<file path="config.mk">
export PLATFORM = sky130hd
export DESIGN_NAME = fxp_stream_accumulator
export DESIGN_NICKNAME = d
export VERILOG_FILES = /design/src/rtl/lstm_fxp_pkg.sv /design/src/rtl/fxp_stream_accumulator_lane_sum_tree.sv /design/src/rtl/fxp_stream_accumulator.sv
export SDC_FILE = /design/constraint.sdc
export NUM_CORES = 1
export LEC_CHECK = 0
export ABC_AREA = 1
export CORE_MARGIN = 1.5
export CORE_UTILIZATION = 50
export DETAILED_ROUTE_END_ITERATION = 10
export MAX_ROUTING_LAYER = met4
export PLACE_DENSITY = 0.79
export SETUP_SLACK_MARGIN = 0.05
export SLEW_MARGIN = 20
export SYNTH_ARGS = -nofsm -noshare
export SYNTH_HDL_FRONTEND = slang
export SYNTH_SLANG_ARGS = --single-unit
</file>
<file path="constraint.sdc">
create_clock -name clk -period 5.4 [get_ports clk]
set_input_delay 0.54 -clock clk [delete_from_list [all_inputs] [get_ports clk]]
set_output_delay 0.54 -clock clk [all_outputs]
set_load 0.03 [all_outputs]
</file>
<file path="src/rtl/lstm_fxp_pkg.sv">
// Shared types and elaboration helpers for the streaming fixed-point accumulator.
// sat_trunc saturates when ACC_SATURATE_EN is defined, otherwise it wraps.
package lstm_fxp_pkg;

    typedef enum logic [1:0] {
        S_IDLE  = 2'd0,
        S_ACCUM = 2'd1,
        S_OUT   = 2'd2
    } acc_state_t;

    // Wide enough for any accumulator width accepted by the top.
    localparam int SAT_MAX_W = 64;

    typedef struct packed {
        logic                 ovf;
        logic [SAT_MAX_W-1:0] data;
    } sat_res_t;

    // Summing n elements of dw bits can never exceed dw + clog2(n) bits.
    function automatic int acc_w(input int dw, input int n);
        return dw + $clog2(n);
    endfunction

    function automatic int num_beats(input int n, input int lanes);
        return (n + lanes - 1) / lanes;
    endfunction

    function automatic int last_lanes(input int n, input int lanes);
        return n - (num_beats(n, lanes) - 1) * lanes;
    endfunction

    function automatic int beat_cnt_w(input int beats);
        return (beats > 1) ? $clog2(beats) : 1;
    endfunction

    function automatic int pow2_ceil(input int n);
        return 1 << $clog2(n);
    endfunction

    // Reduce a sign-extended accumulator to dw bits; ovf is the out-of-range flag
    // in both build flavours, only the returned data differs.
    function automatic sat_res_t sat_trunc(input logic signed [SAT_MAX_W-1:0] acc,
                                           input int dw);
        logic signed [SAT_MAX_W-1:0] max_v;
        logic signed [SAT_MAX_W-1:0] min_v;
        sat_res_t                    res;
        max_v    = (64'sd1 <<< (dw - 1)) - 64'sd1;
        min_v    = -(64'sd1 <<< (dw - 1));
        res.ovf  = (acc > max_v) || (acc < min_v);
        res.data = acc;
`ifdef ACC_SATURATE_EN
        if (acc > max_v) begin
            res.data = max_v;
        end else if (acc < min_v) begin
            res.data = min_v;
        end
`endif
        return res;
    endfunction

endpackage

</file>
<file path="src/rtl/fxp_stream_accumulator_lane_sum_tree.sv">
// Combinational masked adder tree: sign-extends LANES signed elements to ACC_W
// bits, zeroes lanes whose mask bit is clear, and sums them pairwise.
module lane_sum_tree
    import lstm_fxp_pkg::*;
#(
    parameter int DATA_WIDTH = 16,
    parameter int LANES      = 8,
    parameter int ACC_W      = 25
) (
    input  logic [LANES*DATA_WIDTH-1:0] in_data,
    input  logic [LANES-1:0]            lane_mask,
    output logic signed [ACC_W-1:0]     sum
);

    // Pad to a power of two so every tree level pairs up cleanly.
    localparam int P = pow2_ceil(LANES);

    logic signed [ACC_W-1:0] w_leaf [P];
    logic signed [ACC_W-1:0] w_node [P];

    generate
        for (genvar gi = 0; gi < P; gi++) begin : g_leaf
            if (gi < LANES) begin : g_real
                assign w_leaf[gi] = lane_mask[gi]
                    ? ACC_W'($signed(in_data[gi*DATA_WIDTH +: DATA_WIDTH]))
                    : '0;
            end else begin : g_pad
                assign w_leaf[gi] = '0;
            end
        end
    endgenerate

    // Level s adds node i+s into node i; after log2(P) levels node 0 holds the total.
    always_comb begin
        for (int i = 0; i < P; i++) begin
            w_node[i] = w_leaf[i];
        end
        for (int s = 1; s < P; s = s * 2) begin
            for (int i = 0; i < P; i = i + 2 * s) begin
                w_node[i] = w_node[i] + w_node[i+s];
            end
        end
        sum = w_node[0];
    end

endmodule

</file>
<file path="src/rtl/fxp_stream_accumulator.sv">
// Streaming reduction of an N_IN-element signed fixed-point vector, LANES per beat.
// Define ACC_SATURATE_EN to saturate the result; otherwise it wraps to DATA_WIDTH.
module fxp_stream_accumulator
    import lstm_fxp_pkg::*;
#(
    parameter int DATA_WIDTH  = 16,
    parameter int FRACT_WIDTH = 8,
    parameter int N_IN        = 500,
    parameter int LANES       = 8
) (
    input  logic                        clk,
    input  logic                        rst_n,
    input  logic                        clr,
    input  logic [LANES*DATA_WIDTH-1:0] in_data,
    input  logic                        in_valid,
    output logic                        in_ready,
    output logic [DATA_WIDTH-1:0]       out_data,
    output logic                        out_valid,
    input  logic                        out_ready,
    output logic                        overflow
);

    localparam int ACC_W      = acc_w(DATA_WIDTH, N_IN);
    localparam int BEATS      = num_beats(N_IN, LANES);
    localparam int LAST_LANES = last_lanes(N_IN, LANES);
    localparam int CNT_W      = beat_cnt_w(BEATS);

    localparam logic [CNT_W-1:0] LAST_BEAT = CNT_W'(BEATS - 1);

    // Input and output share one Q format, so FRACT_WIDTH only needs to be sane.
    generate
        if (FRACT_WIDTH >= DATA_WIDTH || N_IN < 2 || LANES < 1 || ACC_W > SAT_MAX_W) begin : g_bad_cfg
            $error("fxp_stream_accumulator: unsupported parameter combination");
        end
    endgenerate

    acc_state_t              r_state;
    acc_state_t              w_state_next;
    logic [CNT_W-1:0]        r_beat_cnt;
    logic [CNT_W-1:0]        w_beat_cnt_next;
    logic signed [ACC_W-1:0] r_acc;
    logic signed [ACC_W-1:0] w_beat_sum;
    logic signed [ACC_W-1:0] w_acc_sum;
    logic [DATA_WIDTH-1:0]   r_out_data;
    logic                    r_overflow;
    logic                    w_accept;
    logic                    w_last_beat;
    logic                    w_first_beat;
    logic [LANES-1:0]        w_lane_mask;
    sat_res_t                w_sat;

    assign out_valid = (r_state == S_OUT);
    assign out_data  = r_out_data;
    assign overflow  = r_overflow;
    assign in_ready  = !out_valid || out_ready;

    assign w_accept     = in_valid && in_ready && !clr;
    assign w_last_beat  = (r_beat_cnt == LAST_BEAT);
    // Outside ACCUM the beat counter is zero, so any accepted beat opens a new vector.
    assign w_first_beat = (r_state != S_ACCUM);

    generate
        for (genvar gi = 0; gi < LANES; gi++) begin : g_mask
            if (gi < LAST_LANES) begin : g_always_on
                assign w_lane_mask[gi] = 1'b1;
            end else begin : g_tail
                assign w_lane_mask[gi] = !w_last_beat;
            end
        end
    endgenerate

    lane_sum_tree #(
        .DATA_WIDTH (DATA_WIDTH),
        .LANES      (LANES),
        .ACC_W      (ACC_W)
    ) u_lane_sum_tree (
        .in_data   (in_data),
        .lane_mask (w_lane_mask),
        .sum       (w_beat_sum)
    );

    assign w_acc_sum = w_first_beat ? w_beat_sum : (r_acc + w_beat_sum);
    assign w_sat     = sat_trunc(SAT_MAX_W'(w_acc_sum), DATA_WIDTH);

    // Accepting a beat behaves the same from IDLE, ACCUM or a consumed OUT.
    always_comb begin
        w_state_next    = r_state;
        w_beat_cnt_next = r_beat_cnt;
        if (clr) begin
            w_state_next    = S_IDLE;
            w_beat_cnt_next = '0;
        end else if (w_accept) begin
            if (w_last_beat) begin
                w_state_next    = S_OUT;
                w_beat_cnt_next = '0;
            end else begin
                w_state_next    = S_ACCUM;
                w_beat_cnt_next = r_beat_cnt + CNT_W'(1);
            end
        end else if (r_state == S_OUT && out_ready) begin
            w_state_next = S_IDLE;
        end
    end

    always_ff @(posedge clk or negedge rst_n) begin
        if (!rst_n) begin
            r_state    <= S_IDLE;
            r_beat_cnt <= '0;
        end else begin
            r_state    <= w_state_next;
            r_beat_cnt <= w_beat_cnt_next;
        end
    end

    always_ff @(posedge clk or negedge rst_n) begin
        if (!rst_n) begin
            r_acc <= '0;
        end else if (clr) begin
            r_acc <= '0;
        end else if (w_accept) begin
            r_acc <= w_acc_sum;
        end
    end

    // Result captured on the edge accepting the final beat; held until the next one.
    always_ff @(posedge clk or negedge rst_n) begin
        if (!rst_n) begin
            r_out_data <= '0;
            r_overflow <= 1'b0;
        end else if (w_accept && w_last_beat) begin
            r_out_data <= DATA_WIDTH'(w_sat.data);
            r_overflow <= w_sat.ovf;
        end
    end

endmodule

</file>
== Word-level counts from Yosys, hierarchy flattened ==
Cells that the tools add are included.
W data, S select, Z words.

* Word-level logic and storage cells: 43
* Register bits after elaboration: 50

* Order comparisons: 2
* Reduce and logical (&&, ||, !) cells: 10
* Muxes and demuxes: 14
* Add/subtract/negate cells: 9
* Equal/unequal tests: 3

{| class="wikitable"
|+ Operators by type and width
! cell !! count
|-
| $mux W25 || 7
|-
| $add A25 B25 Y25 || 6
|-
| $add A16 B16 Y17 || 2
|-
| $gt A25 B16 Y1 const B || 1
|-
| $lt A25 B16 Y1 const B || 1
|-
| $mux W6 || 3
|-
| $mux W2 || 4
|-
| $add A6 B1 Y6 const B || 1
|-
| $eq A6 B6 Y1 const B || 1
|-
| $logic_and A1 B1 Y1 || 4
|-
| $reduce_bool A3 Y1 || 1
|-
| $eq A2 B2 Y1 const B || 1
|-
| $logic_not A1 Y1 || 2
|-
| $logic_or A1 B1 Y1 || 2
|-
| $ne A2 B1 Y1 const B || 1
|-
| $reduce_bool A2 Y1 || 1
|}

== Depth between registers and ports, before layout ==
Gate-level depths: netlist of the first run.

* Depth after elaboration: 9
* Mapped depth: 46

== Modules after synthesis ==
A second synthesis of the first run with hierarchy kept.

* Cell total of the unflattened synthesis: 1306
* Area, all modules: 8570.7 µm²

{| class="wikitable"
|+ By module, submodules not included
! module !! cells an instance !! area each (µm²) !! sequential area each (µm²) !! instances
|-
| lane_sum_tree || 648 || 4465.5 || 0.0 || 1
|-
| fxp_stream_accumulator || 658 || 4105.2 || 1251.2 || 1
|}

== Worst setup path after synthesis of the first run ==
No wires, ideal clock.

* Path kind: input to register
* Start point: input port in_data[32]
* End point: register r_overflow (netlist: overflow)
* Setup time: 117 ps
* Data arrival time: 6224 ps
* Data required time: 5283 ps
* Slack: -941 ps
* Cell stages on the path: 38
* Cells stage by stage: ha_1 > inv_1 > fa_1 > nor4_1 > nor2_1 > o21ai_2 > a21boi_1 > o21ai_1 > a21oi_1 > xor2_1 > fa_1 > inv_1 > fa_1 > fa_1 > inv_1 > ha_1 > nand2_1 > nor2_1 > [2 not listed] > nand2_1 > nand2_1 > nand2_1 > and2_1 > ha_1 > nand2_1 > nor2_1 > inv_1 > nor2_1 > nand4_1 > nand4_1 > nand3_1 > nand2_2 > nand2_1 > nor2_1 > nand2_1 > nand3_1 > nand2_1

* Cells in the longest elaborated chain, start to end: 7
* Elaborated cells between the ends (all ways): 8

{| class="wikitable"
|+ Ends and longest elaborated chain
! element !! RTL line !! text
|-
| start: declaration || fxp_stream_accumulator.sv:14 || <nowiki>input logic [LANES*DATA_WIDTH-1:0] in_data,</nowiki>
|-
| $add A16 B16 Y17 (*) || fxp_stream_accumulator_lane_sum_tree.sv:40 || <nowiki>w_node[i] = w_node[i] + w_node[i+s];</nowiki>
|-
| $add A25 B25 Y25 (*) (2 in a row) || fxp_stream_accumulator_lane_sum_tree.sv:40 ||
|-
| $add A25 B25 Y25 || fxp_stream_accumulator.sv:82 || <nowiki>assign w_acc_sum = w_first_beat ? w_beat_sum : (r_acc + w_beat_sum);</nowiki>
|-
| $mux W25 (*) || fxp_stream_accumulator.sv:82 ||
|-
| $gt A25 B16 Y1 or $lt A25 B16 Y1 (tied branches) || lstm_fxp_pkg.sv:49 || <nowiki>res.ovf = (acc > max_v) || (acc < min_v);</nowiki>
|-
| $logic_or A1 B1 Y1 (*) || lstm_fxp_pkg.sv:49 ||
|-
| end signal: assignment || fxp_stream_accumulator.sv:132 || <nowiki>r_overflow <= w_sat.ovf;</nowiki>
|-
| end: declaration || fxp_stream_accumulator.sv:45 || <nowiki>logic r_overflow;</nowiki>
|}

Mark *: on every way between the ends. The rest lies on a longest branch, timed or not.
A chain may end at the register's enable or synchronous reset.

== Worst setup path in the final report of the first run ==
Same ends and word-level chain as after synthesis.

==> flow_summary.ini, run 1 <==
[yosys]
synth_cell_type_count = 40
synth_top_cell_by_area = fa_1
seq_area_frac_synth_pct = 14.6
synth_flop_cell = dfrtp_1
synth_edf_count = 0
ys_warn_count = 0
postSynthAreaPerCell_um2 = 6.61
syn_area_mm2 = 0.00856
synth_top_area_share_pct = 16.8
synth_fp_nets = 1576
synthArstFlopShare_pct = 100
syn_inst = 1294
synth_top_cells_by_area = fa_1 (17%), nand2_1 (17%), dfrtp_1 (15%), ha_1 (11%), inv_1 (11%)
synth-seq-cells = 50

[clock_tree]
cts_made_buffers = 5
htree_levels = 2
clkLatencyLatePin_ns = 0.30
root_buffer = clkbuf_16
clockBufferDepth = 2
clock_sinks = 50
cts_tree = yes
clk_pin_slew_ns = 0.07

[detailed_routing]
vias_per_cell = 5.45
drt_iter0_drc = 548
first_pass_iters = 6
wl_per_cell_um = 17.1
drc = 0
vias = 10121
wl_um = 31800
ant_nets = 0

[flow_run]
maxCapViolCount = 0

[floorplanning]
start_util_pct = 51.4
die_y_um = 134
rows = 47
ioPinCount = 152
dieArea_mm2 = 0.0179
die-width_um = 134
core_area_mm2 = 0.0166

[timing]
final-max-slew-violation-count = 0
final_hold_viol_count = 0
setup_viol = 30
fin_setup_tns_ns = -18.04
max_slew_margin_pct = 32.7
fin_crit_sh_pct = 120
max_freq_mhz = 154
fin_skew_ns = 0.00427
rsz0062_at_grt = true
layout_setup_ws_ns = -1.08
tightest_slew_ns = 1.01
post-route-min-period_ns = 6.48

[final_layout]
syn2layout_area_growth_pct = 60.4
final_cell_mix = nand2_1 (296), inv_1 (208), buf_4 (191)
drive_gt1_share_pct = 35.1
num_antenna_cells = 0
layout_commonest_cell = nand2_1
fin_nets = 1919

[grt]
gr-total-overflow = 0
grt_pass1_vias = 10374
grt.total_usage_pct = 35.2
grt_max_degree = 51
grt_pass1_wl_um = 48400
grt_antenna_before_repair = 0

[setup_path]
critPathMaxStageDelay_ns = 0.55
worstPathArrival_ns = 6.67
critPathKind = input pin to register
cp_slowest_cell = fa_1
crit_path_end_kind = register
critPathMaxFanout = 4
startpoint_type = input pin
crit_required_ns = 5.59

[min_path]
hold_path_class = input pin to async pin

[placed_design]
pre_cts_slack_ns = -1.74
dp_hpwl_um = 22800
routabilityCongestion = 0.962
port_buffers = 151

[status]
outcome = finished, violations left
violations = negative setup slack
-- sequential cells by signal, indices dropped and copies added, names as in the netlist --
signal / cells
r_state: 2
out_data: 16
r_acc: 25
overflow: 1
r_beat_cnt: 6
-- cell type report --
| type | count | area [µm²] |
|---|---|---|
| Multi-Input combinational cell | 973 | 8060 |
| Timing Repair Buffer | 354 | 3050 |
| Fill cell | 1066 | 2920 |
| Sequential cell | 50 | 1250 |
| Inverter | 253 | 952 |
| Tap cell | 220 | 275 |
| Clock buffer | 5 | 125 |
| Clock inverter | 2 | 15.0 |
-- routing by layer --
| metal | GRT usage (%) | share of wire, % |
|---|---|---|
| met5 | - | 0 |
| met1 | 37.9 | 36 |
| met4 | 19.6 | 6.9 |
| met2 | 63.8 | 51 |
| met3 | 2.83 | 5.4 |
-- critical path: cells and delay by family --
| kind | cells | cell delay, ns |
|---|---|---|
| fa+ha+maj | 7 | 2.65 |
| simple gates | 20 | 2.10 |
| compound gates | 5 | 0.86 |
| buf+inv | 6 | 0.41 |
| xor+xnor | 1 | 0.11 |
-- stage by stage --
stage          area, µm²  instances  hold WS (ns)  util [%]
2_1_floorplan       9010       1294         0.244         -
3_3_place_gp       12000       1818         0.455      72.2
3_5_place_dp       12000       1818         0.473      72.2
4_1_cts            13300       1845         0.391      79.6
5_1_grt            13700       1857         0.420      82.5
6_report           13700       1857         0.360      82.5
-- timing repair --
| item | 4_1_cts | 5_1_grt |
|---|---|---|
| hold buffers | 0 | 0 |
| pin swaps | 133 | 121 |
| setup buffers | 21 | 12 |
| setup endpoints to repair | 32 | 32 |
| resized for setup | 261 | 124 |
-- path summary, 6_finish.rpt --
kind	from	end	slack, ns	cells past startpoint
worst max-delay path	in_data[32]	overflow	-1.08	39
min in group clk	out_data[1]	out_data[1]	0.48	2
max in group asynchronous	rst_n	r_acc[15]	4.58	2
worst min-delay path	rst_n	r_acc[4]	0.36	2
worst min register to register	out_data[1]	out_data[1]	0.48	2
worst max register to register	r_beat_cnt[0]	overflow	-0.67	36
-- cells in the mapped netlist, types with 10 or more instances --
| cell type | count |
|---|---|
| dfrtp_1 | 50 |
| nor2_1 | 92 |
| xor2_1 | 27 |
| xnor2_1 | 13 |
| inv_1 | 246 |
| fa_1 | 72 |
| o21ai_0 | 55 |
| nand3_1 | 76 |
| ha_1 | 77 |
| nand2_1 | 381 |
| nand4_1 | 10 |
| a21oi_1 | 66 |
| nand2_2 | 13 |
| nor2_2 | 10 |
| o21ai_1 | 14 |
-- cell families after synthesis --
group	synth area share (%)
DFF	14.6
buffers and inverters	12.0
AOI/OAI and AO/OA	11.4
adders and majority gates	28.1
and+or+nand+nor	29.8
xor gates and xnor gates	4.09
Power of run 1 is not shown: default switching activity piles up to over one toggle a cycle in this logic, so the estimate is an artifact.
==> run 2: changes to the inputs <==
--- a/config.mk
+++ b/config.mk
@@ -11,7 +11,6 @@
 export DETAILED_ROUTE_END_ITERATION = 10
 export MAX_ROUTING_LAYER = met4
 export PLACE_DENSITY = 0.79
-export SETUP_SLACK_MARGIN = 0.05
 export SLEW_MARGIN = 20
 export SYNTH_ARGS = -nofsm -noshare
 export SYNTH_HDL_FRONTEND = slang
==> run 2 against run 1 <==
  * The run still ends with negative setup slack left
  * Fmax decreased by 0.76%
  * Sequential cell count unchanged
  * Final cell count increased by 1.4%
  * Clock skew increased by 0.0060 ns
  * Design area increased by 4.5%
  * Critical path depth decreased by 3
  * Routed wire length increased by 16%
  * Global-route usage increased by 2.8 points
  * Non-clock buffer count increased by 25
  * Largest cell class unchanged
==> flow_summary.ini, run 2 (synthesis gave the netlist of run 1 again) <==
[placed_design]
port_buffers = 151
placement.cell_area_mm2 = 0.0121
routabilityCongestion = 0.933
dp_hpwl_um = 23300

[final_layout]
regMostFlops = r_acc
num_antenna_cells = 0
layout_commonest_cell = nand2_1
design_area_mm2 = 0.0143
multi_input_area_mm2 = 0.00844
fin_nets = 1944
final_cell_mix = nand2_1 (289), inv_1 (210), buf_4 (208)
drive_gt1_share_pct = 38.5
fillers = 875
largest_reg_flops = 25
syn2layout_area_growth_pct = 67.6
regArea_mm2 = 0.00125

[clock_tree]
holdBufCountCts = 0
clock_sinks = 50
root_buffer = clkbuf_16
htree_levels = 2
cts_tree = yes
clkLatencyLatePin_ns = 0.30
clockBufferDepth = 2
cts_made_buffers = 5
clk_pin_slew_ns = 0.07

[setup_path]
crit_required_ns = 5.59
worstPathArrival_ns = 6.71
critPathKind = input pin to register
cp_slowest_cell = fa_1
startpoint_type = input pin
critPathMaxStageDelay_ns = 0.52
critPathMaxFanout = 4
crit_top_cell = nand2_1
crit_path_end_kind = register

[detailed_routing]
vias_per_cell = 5.73
first_pass_iters = 8
ant_nets = 0
drt_iter0_drc = 1105
drc = 0
wl_per_cell_um = 19.5
wl_um = 36800
vias = 10789

[grt]
grt.total_usage_pct = 38.0
gr-total-overflow = 0
grt_max_degree = 51
grt_pass1_vias = 10912
grt_antenna_before_repair = 0
grt_pass1_wl_um = 52400

[floorplanning]
core_area_mm2 = 0.0166
ioPinCount = 152
die-width_um = 134
start_util_pct = 51.4
rows = 47
dieArea_mm2 = 0.0179
die_y_um = 134

[min_path]
hold_path_class = input pin to async pin

[timing]
max_slew_margin_pct = 23.9
setup_viol = 32
fin_setup_tns_ns = -21.27
fin_crit_sh_pct = 121
rsz0062_at_grt = true
max_freq_mhz = 153
layout_setup_ws_ns = -1.13
final_hold_viol_count = 0
tightest_slew_ns = 1.14
final-max-slew-violation-count = 0
post-route-min-period_ns = 6.53
fin_skew_ns = 0.0103

[status]
outcome = finished, violations left
violations = negative setup slack

[flow_run]
maxCapViolCount = 0
==> run 2: cell count changes in the layout (fill, tap and decap cells not counted), sizes merged <==
cell,previous run,this run
buf,209,239
clkbuf,10,15
clkdlybuf4s15,10,3
clkdlybuf4s50,120,111
clkinvlp,2,1
dlygate4sd2,9,6
dlymetal6s2s,1,11
inv,251,252
==> run 2: layout make-up <==
| cell class | count | area share [%] |
|---|---|---|
| clock buffer | 6 | 0.969 |
| clock inverter | 2 | 0.0873 |
| inverter | 253 | 6.68 |
| multi-input combinational | 973 | 58.9 |
| sequential | 50 | 8.73 |
| tap | 220 | 1.92 |
| timing repair buffer | 379 | 22.8 |
==> run 2: worst paths after layout <==
check                      cells past startpoint  slack (ns)          start          end
min reg2reg                                    2        0.49    out_data[3]  out_data[3]
max reg2reg                                   34       -0.84  r_beat_cnt[0]     overflow
min in group clk                               2        0.49    out_data[3]  out_data[3]
max                                           36       -1.13     in_data[8]     overflow
max in group asynchronous                      2        4.60          rst_n    r_acc[23]
min                                            2        0.36          rst_n     r_acc[4]
==> run 2: per-stage QoR <==
step                setup slack [ns]  std cells  hold WS (ns)  utilization [%]
floorplan                     -0.471       1294         0.244                -
detailed placement             -1.80       1832         0.472             72.9
global placement               -1.83       1832         0.457             72.9
CTS                           -0.850       1867         0.382             82.9
finish                         -1.13       1883         0.361             86.2
global route                   -1.38       1883         0.410             86.2
==> run 2: routing by layer <==
layer / global-route usage [%] / wire [µm] / vias to the layer above
met5: - / 0 / -
met4: 17.6 / 2530 / 0
met3: 4.42 / 2820 / 234
met2: 68.2 / 18300 / 686
met1: 42.0 / 13100 / 5104
li1: - / - / 4765
==> run 2: critical path, delay by kind of cell <==
| family | cells | cell delay [ns] |
|---|---|---|
| AND/OR/NAND/NOR | 22 | 2.37 |
| AO/OA/AOI/OAI | 1 | 0.12 |
| XOR/XNOR | 1 | 0.35 |
| buffers and inverters | 6 | 0.88 |
| adder cells (fa/ha/maj) | 6 | 2.42 |
==> run 2: timing repair <==
item / 4_1_cts / 5_1_grt
setup endpoints to repair: 32 / 32
setup buffers: 29 / 18
pin swaps: 221 / 89
resized for setup: 371 / 115
Power of run 2 is left out for the same reason.
